**config.mk**
```make
export PLATFORM = sky130hd
export DESIGN_NAME = edge_mem_responder
export DESIGN_NICKNAME = d
export VERILOG_FILES = /design/src/rtl/edge_io_pkg.sv /design/src/rtl/edge_pad_fill.sv /design/src/rtl/edge_mem_responder.sv
export SDC_FILE = /design/constraint.sdc
export NUM_CORES = 2
export LEC_CHECK = 0
export ABC_AREA = 1
export CAP_MARGIN = 40
export CORE_ASPECT_RATIO = 0.6
export CORE_MARGIN = 5
export CORE_UTILIZATION = 25
export DETAILED_ROUTE_END_ITERATION = 8
export PLACE_DENSITY = 0.4
export SYNTH_ARGS = -nofsm -noshare
export SYNTH_HDL_FRONTEND = slang
export SYNTH_SLANG_ARGS = --single-unit
```
**constraint.sdc**
```tcl
create_clock -name clk -period 8 [get_ports clk]
set_input_delay 1.6 -clock clk [delete_from_list [all_inputs] [get_ports clk]]
set_output_delay 1.6 -clock clk [all_outputs]
set_load 0.005 [all_outputs]
```
**src/rtl/edge_io_pkg.sv**
```systemverilog
// Shared constants, FSM state encoding and byte-array types for the edge_detect
// memory path (edge_mem_responder and its padding helper).
package edge_io_pkg;

    localparam int MAX_RD = 20;
    localparam int MAX_WR = 10;

    typedef enum logic [2:0] {
        IDLE,
        WRITE,
        READ,
        WAIT,
        PAD
    } edgeState_t;

    typedef logic [MAX_RD-1:0][7:0] rdWindow_t;
    typedef logic [MAX_WR-1:0][7:0] wrBurst_t;

endpackage

```
**src/rtl/edge_pad_fill.sv**
```systemverilog
// Combinational window builder: replicates the edge pixel so a short read still
// fills a full MAX_RD-byte window, aligned to the image edge the anchor implies.
module edge_pad_fill #(
    parameter int MAX_RD = edge_io_pkg::MAX_RD
) (
    input  logic [MAX_RD-1:0][7:0] i_raw,
    input  logic [4:0]             i_len,
    input  logic [15:0]            i_anchorX,
    output logic [MAX_RD-1:0][7:0] o_window
);
    import edge_io_pkg::*;

    int                     w_len;
    int                     w_off;
    logic [MAX_RD-1:0][7:0] w_shiftR;
    logic [MAX_RD-1:0][7:0] w_shiftL;

    // Anchor 0 means the window hangs off the left image edge, so the data sits at
    // the right end and raw[0] fills in front; otherwise raw[L-1] fills behind.
    always_comb begin
        w_len    = int'(i_len);
        w_off    = 0;
        w_shiftR = i_raw;
        w_shiftL = i_raw;
        o_window = i_raw;
        if (w_len > 0 && w_len < MAX_RD) begin
            w_off    = MAX_RD - w_len;
            w_shiftR = i_raw << (8 * w_off);
            w_shiftL = i_raw >> (8 * (w_len - 1));
            for (int j = 0; j < MAX_RD; j++) begin
                if (i_anchorX == 16'd0) begin
                    o_window[j] = (j < w_off) ? i_raw[0] : w_shiftR[j];
                end else begin
                    o_window[j] = (j < w_len) ? i_raw[j] : w_shiftL[0];
                end
            end
        end
    end

endmodule

```
**src/rtl/edge_mem_responder.sv**
```systemverilog
// Services one edge_detect request: a byte-serial SRAM write burst, then a read
// burst whose bytes are padded into a fixed-size window.
module edge_mem_responder #(
    parameter int MAX_RD = edge_io_pkg::MAX_RD,
    parameter int MAX_WR = edge_io_pkg::MAX_WR
) (
    input  logic                   clk,
    input  logic                   rst,
    input  logic                   io_start,
    input  logic [31:0]            read_start_address,
    input  logic [4:0]             read_length,
    input  logic [15:0]            anchor_x,
    input  logic [31:0]            write_start_address,
    input  logic [4:0]             write_length,
    input  logic [MAX_WR-1:0][7:0] write_data,
    output logic [MAX_RD-1:0][7:0] read_data,
    output logic                   io_final,
    output logic [31:0]            mem_addr,
    output logic                   mem_ren,
    output logic                   mem_wen,
    output logic [7:0]             mem_wdata,
    input  logic [7:0]             mem_rdata,
    input  logic                   mem_stall
);
    import edge_io_pkg::*;

    localparam logic [4:0] RD_LIMIT = 5'(MAX_RD);
    localparam logic [4:0] WR_LIMIT = 5'(MAX_WR);

    edgeState_t             r_state;
    edgeState_t             w_nextState;
    logic [31:0]            r_rdAddr;
    logic [31:0]            r_wrAddr;
    logic [4:0]             r_rdLen;
    logic [4:0]             r_wrLen;
    logic [15:0]            r_anchorX;
    logic [MAX_WR-1:0][7:0] r_wrData;
    logic [4:0]             r_idx;
    logic                   r_capValid;
    logic [4:0]             r_capIdx;
    logic [MAX_RD-1:0][7:0] r_raw;
    logic [4:0]             w_rdLen;
    logic [4:0]             w_wrLen;
    logic                   w_lastBeat;
    logic [MAX_RD-1:0][7:0] w_window;

    // Oversized lengths saturate rather than wrap.
    assign w_rdLen = (read_length > RD_LIMIT) ? RD_LIMIT : read_length;
    assign w_wrLen = (write_length > WR_LIMIT) ? WR_LIMIT : write_length;

    always_ff @(posedge clk) begin
        if (rst) begin
            r_state <= IDLE;
        end else begin
            r_state <= w_nextState;
        end
    end

    // Strobes are decoded from the state so a stall simply holds the current beat.
    always_comb begin
        w_nextState = r_state;
        w_lastBeat  = 1'b0;
        mem_ren     = 1'b0;
        mem_wen     = 1'b0;
        mem_addr    = '0;
        mem_wdata   = '0;
        case (r_state)
            IDLE: begin
                if (io_start) begin
                    if (w_wrLen != 5'd0) begin
                        w_nextState = WRITE;
                    end else if (w_rdLen != 5'd0) begin
                        w_nextState = READ;
                    end else begin
                        w_nextState = WAIT;
                    end
                end
            end
            WRITE: begin
                mem_wen  = 1'b1;
                mem_addr = r_wrAddr + 32'(r_idx);
                for (int i = 0; i < MAX_WR; i++) begin
                    if (r_idx == 5'(i)) begin
                        mem_wdata = r_wrData[i];
                    end
                end
                w_lastBeat = (r_idx == r_wrLen - 5'd1);
                if (!mem_stall && w_lastBeat) begin
                    w_nextState = (r_rdLen != 5'd0) ? READ : WAIT;
                end
            end
            READ: begin
                mem_ren    = 1'b1;
                mem_addr   = r_rdAddr + 32'(r_idx);
                w_lastBeat = (r_idx == r_rdLen - 5'd1);
                if (!mem_stall && w_lastBeat) begin
                    w_nextState = WAIT;
                end
            end
            WAIT:    w_nextState = PAD;
            PAD:     w_nextState = IDLE;
            default: w_nextState = IDLE;
        endcase
    end

    edge_pad_fill #(
        .MAX_RD(MAX_RD)
    ) u_padFill (
        .i_raw     (r_raw),
        .i_len     (r_rdLen),
        .i_anchorX (r_anchorX),
        .o_window  (w_window)
    );

    // Read data arrives the cycle after an accepted strobe, so the beat index is
    // carried one cycle alongside a valid flag.
    always_ff @(posedge clk) begin
        if (rst) begin
            r_rdAddr   <= '0;
            r_wrAddr   <= '0;
            r_rdLen    <= '0;
            r_wrLen    <= '0;
            r_anchorX  <= '0;
            r_wrData   <= '0;
            r_idx      <= '0;
            r_capValid <= 1'b0;
            r_capIdx   <= '0;
            r_raw      <= '0;
            read_data  <= '0;
            io_final   <= 1'b1;
        end else begin
            r_capValid <= (r_state == READ) && !mem_stall;
            r_capIdx   <= r_idx;
            for (int i = 0; i < MAX_RD; i++) begin
                if (r_capValid && r_capIdx == 5'(i)) begin
                    r_raw[i] <= mem_rdata;
                end
            end
            case (r_state)
                IDLE: begin
                    if (io_start) begin
                        r_rdAddr  <= read_start_address;
                        r_wrAddr  <= write_start_address;
                        r_rdLen   <= w_rdLen;
                        r_wrLen   <= w_wrLen;
                        r_anchorX <= anchor_x;
                        r_wrData  <= write_data;
                        r_idx     <= '0;
                        io_final  <= 1'b0;
                    end
                end
                WRITE, READ: begin
                    if (!mem_stall) begin
                        r_idx <= w_lastBeat ? 5'd0 : r_idx + 5'd1;
                    end
                end
                PAD: begin
                    if (r_rdLen != 5'd0) begin
                        read_data <= w_window;
                    end
                    io_final <= 1'b1;
                end
                default: ;
            endcase
        end
    end

endmodule

```
==> impl_metrics.yaml <==
route:
  dr.pass1.iters: 8
  via_count: 44327
  ant_nets: 0
  finalWirelength_um: 269000
  via_per_inst: 5.74
  wire_per_inst_um: 34.9
  drt_iter0_drc: 6726
  drc_errors: 0
worst_setup_path:
  end_kind: "output pin"
  critical_path_class: "register to output pin"
  crit_arrival_ns: 4.89
  crit_top_cell: "nand2_1"
  crit_path_max_fanout: 34
  reg2reg_from: "r_rdLen[0]"
  required_ns: 6.40
  crit_path_cell_trace: "inv_2, nand3_2, buf_4, nand2_1, o21ai_0, ha_1, nand3_1, nand2_1, nand2_1, nand2_1, a21oi_1, nor2_1, nand4_1, nor2_1, o21ai_0, a21oi_1, clkdlybuf4s50_1"
  cp.depth: 17
  regToRegEndpoint: "read_data[17]"
  max_stage_delay_ns: 0.53
  crit_path_start_kind: "register"
  critical_path_buf_inv_count: 3
  cp_top_family: "simple AND/OR/NAND/NOR gates"
  r2r_slack_ns: 2.87
  slowest_stage: "clkdlybuf4s50_1"
  ff2ff_path_depth: 13
logic_synthesis:
  synth_top_area_share_pct: 30.0
  synth.area.top_cells: "dfxtp_1, o21ai_0, nand2_1, a21oi_1, nand3_1"
  ys.flop_type: "dfxtp_1"
  yosysWarnings: 0
  syn_avg_cell_area_sq_um: 5.94
  synth-edff-count: 0
  ys_types: 50
  synth-seq-cells: 505
  netlist_area_sq_um: 33800
  synth_nets: 5877
  syn_inst: 5682
  seq_area_frac_synth_pct: 30.0
  synth.largest_area_cell: "dfxtp_1"
  synthArstFlopShare_pct: 0
global_route:
  grt_usage_pct: 35.6
  grt_max_degree: 202
  antenna_found_initial: 26
  grt_pass1_vias: 39465
  overflow: 0
  grt_pass1_wl_um: 355000
worst_hold_path:
  hp-class: "register to register"
  hold_depth: 2
  min-delay-start: "r_rdAddr[2]"
  min_to: "r_rdAddr[2]"
power_and_ir_drop:
  leakage_nw: 16.1
  ir_worst_vdd_uv: 211
  powerDensity_nw_per_um2: 397
sta:
  min_period_over_period_pct: 81.1
  setup_viol: 0
  period_needed_ns: 6.49
  worst_pin_slew_ns: 1.10
  tns_ns: 0
  skew_ns: 0.0666
  hold_viol: 0
  setup_slack_ns: 1.51
  max-slew-margin-rel_pct: 26.5
  fmax_mhz: 154
  hold_ws_ns: 0.448
  rsz0062_at_grt: "no"
  slew_viol_final: 0
finish:
  seqCellArea_sq_um: 10100
  syn2layout_area_growth_pct: 23.2
  final_nets: 6052
  fin_util_pct: 31.0
  multi_input_area_sq_um: 20200
  fill_cells: 15288
  drive_above_1_share_pct: 6.12
die:
  fp.coreArea_sq_um: 134000
  pin_count: 385
  die_h_um: 295
  fp-row-count: 104
  fp.dieW_um: 484
  initial_core_util_pct: 25.2
  die_area_sq_um: 143000
placed_design:
  numPortBuffers: 384
  place.gp.congestion: 1.11
  hpwl_um: 208000
  place_ws_ns: 2.33
cts:
  cts_root_buf: "clkbuf_16"
  postCtsSetupBuffers: 0
  numCtsBuffers: 56
  cts_tree: "built"
  holdBufCountCts: 0
  h-tree-depth: 2
  clk_pin_slew_ns: 0.06
  clk_latency_ns: 0.73
  cts_sinks: 505
  cts_resized: 0
  cts_buffer_depth: 3
run:
  maxCapViolCount: 0
run_status:
  status: "complete, no violations"
[flip-flops by register name, indices dropped and copies added, names as in the netlist]
signal      cells
r_rdAddr       32
r_capIdx        5
r_wrAddr       32
read_data     160
r_rdLen         5
r_anchorX      16
r_capValid      1
io_final        1
r_state         3
r_wrData       80
r_wrLen         5
r_raw         160
r_idx           5
[worst max-delay path by stage]
stage               startpoint           end  slack, ns
detailed placement  r_state[2]  mem_addr[13]       2.33
finish              r_state[2]  mem_addr[13]       1.51
global placement    r_state[0]  mem_addr[13]       2.24
global route        r_state[0]  mem_addr[22]       1.08
floorplan           r_state[2]  mem_addr[18]       3.44
CTS                 r_state[2]  mem_addr[22]       1.56
[synthesized netlist by cell type (all sizes together), types with 2 or more instances]
cell type	instances
o21ai	991
nand2	1220
a22oi	5
nand3	541
xor2	14
a21oi	791
xnor2	8
or2	3
a31oi	17
o21a	11
o2111ai	3
nor4	4
o211ai	59
o22ai	22
nand4	36
nand3b	9
nor2	470
ha	12
a21boi	2
dfxtp	505
o221ai	8
buf	164
inv	463
clkinv	4
a211oi	11
nor3	27
clkbuf	271
o21bai	6
[placed cells by master, fill, tap and decap left out, types with 18 or more instances in the layout]
master / n
a21oi_1: 785
buf_2: 21
buf_4: 131
clkbuf_16: 56
clkdlybuf4s50_1: 377
dfxtp_1: 504
inv_1: 428
inv_2: 30
nand2_1: 1196
nand2_2: 18
nand3_1: 537
nand4_1: 36
nor2_1: 454
nor3_1: 22
o211ai_1: 59
o21ai_0: 910
o21ai_1: 78
o22ai_1: 22
[layer usage]
metal	track usage, %	routed length, um
met1	55.4	130000
met2	43.5	95500
met3	16.6	38900
met4	5.59	4470
met5	0	178
[worst reg2reg max path, stage by stage (launching register included)]
cell and delay, ns:
dfxtp_4 0.60, inv_2 0.15, ha_4 0.48, inv_6 0.24, a21oi_1 0.85, o21ai_0 0.20
nand3_1 0.16, nand3_1 0.39, nand3_1 0.38, nand2_2 0.43, inv_2 0.76, nor2_1 0.11
o21ai_0 0.18, a21oi_1 0.08
[per-stage QoR]
stage | power (mW) | cells | area (sq um)
6_report | 16.5 | 7717 | 41600
5_1_grt | 16.8 | 7702 | 41600
4_1_cts | 15.8 | 7697 | 41500
3_5_place_dp | 12.9 | 7597 | 39600
3_3_place_gp | 12.8 | 7556 | 39100
2_1_floorplan | 7.79 | 5682 | 33800
[cell families after synthesis]
logic type / share of synthesized area (%)
buffers and inverters: 10.6
DFF: 30.0
xor gates and xnor gates: 0.571
adders and majority gates: 0.504
AOI/OAI and AO/OA: 29.7
and+or+nand+nor: 28.7
[cell type report]
type                       count  area share (%)
sequential                   505            24.3
clock buffer                  85            4.02
tap                         1802            5.42
multi-input combinational   4275            48.5
inverter                     467            4.27
timing repair buffer         552            12.8
antenna                       16          0.0963
clock inverter                15           0.578
[report_power, final]
part           total, mW  leakage, nW  internal [mW]  switching (mW)
registers           2.97         4.11           2.80           0.169
clock network       2.83        0.941           1.57            1.26
logic               10.7         11.0           2.23            8.50
Note: power is estimated with default switching activity, not from simulation.
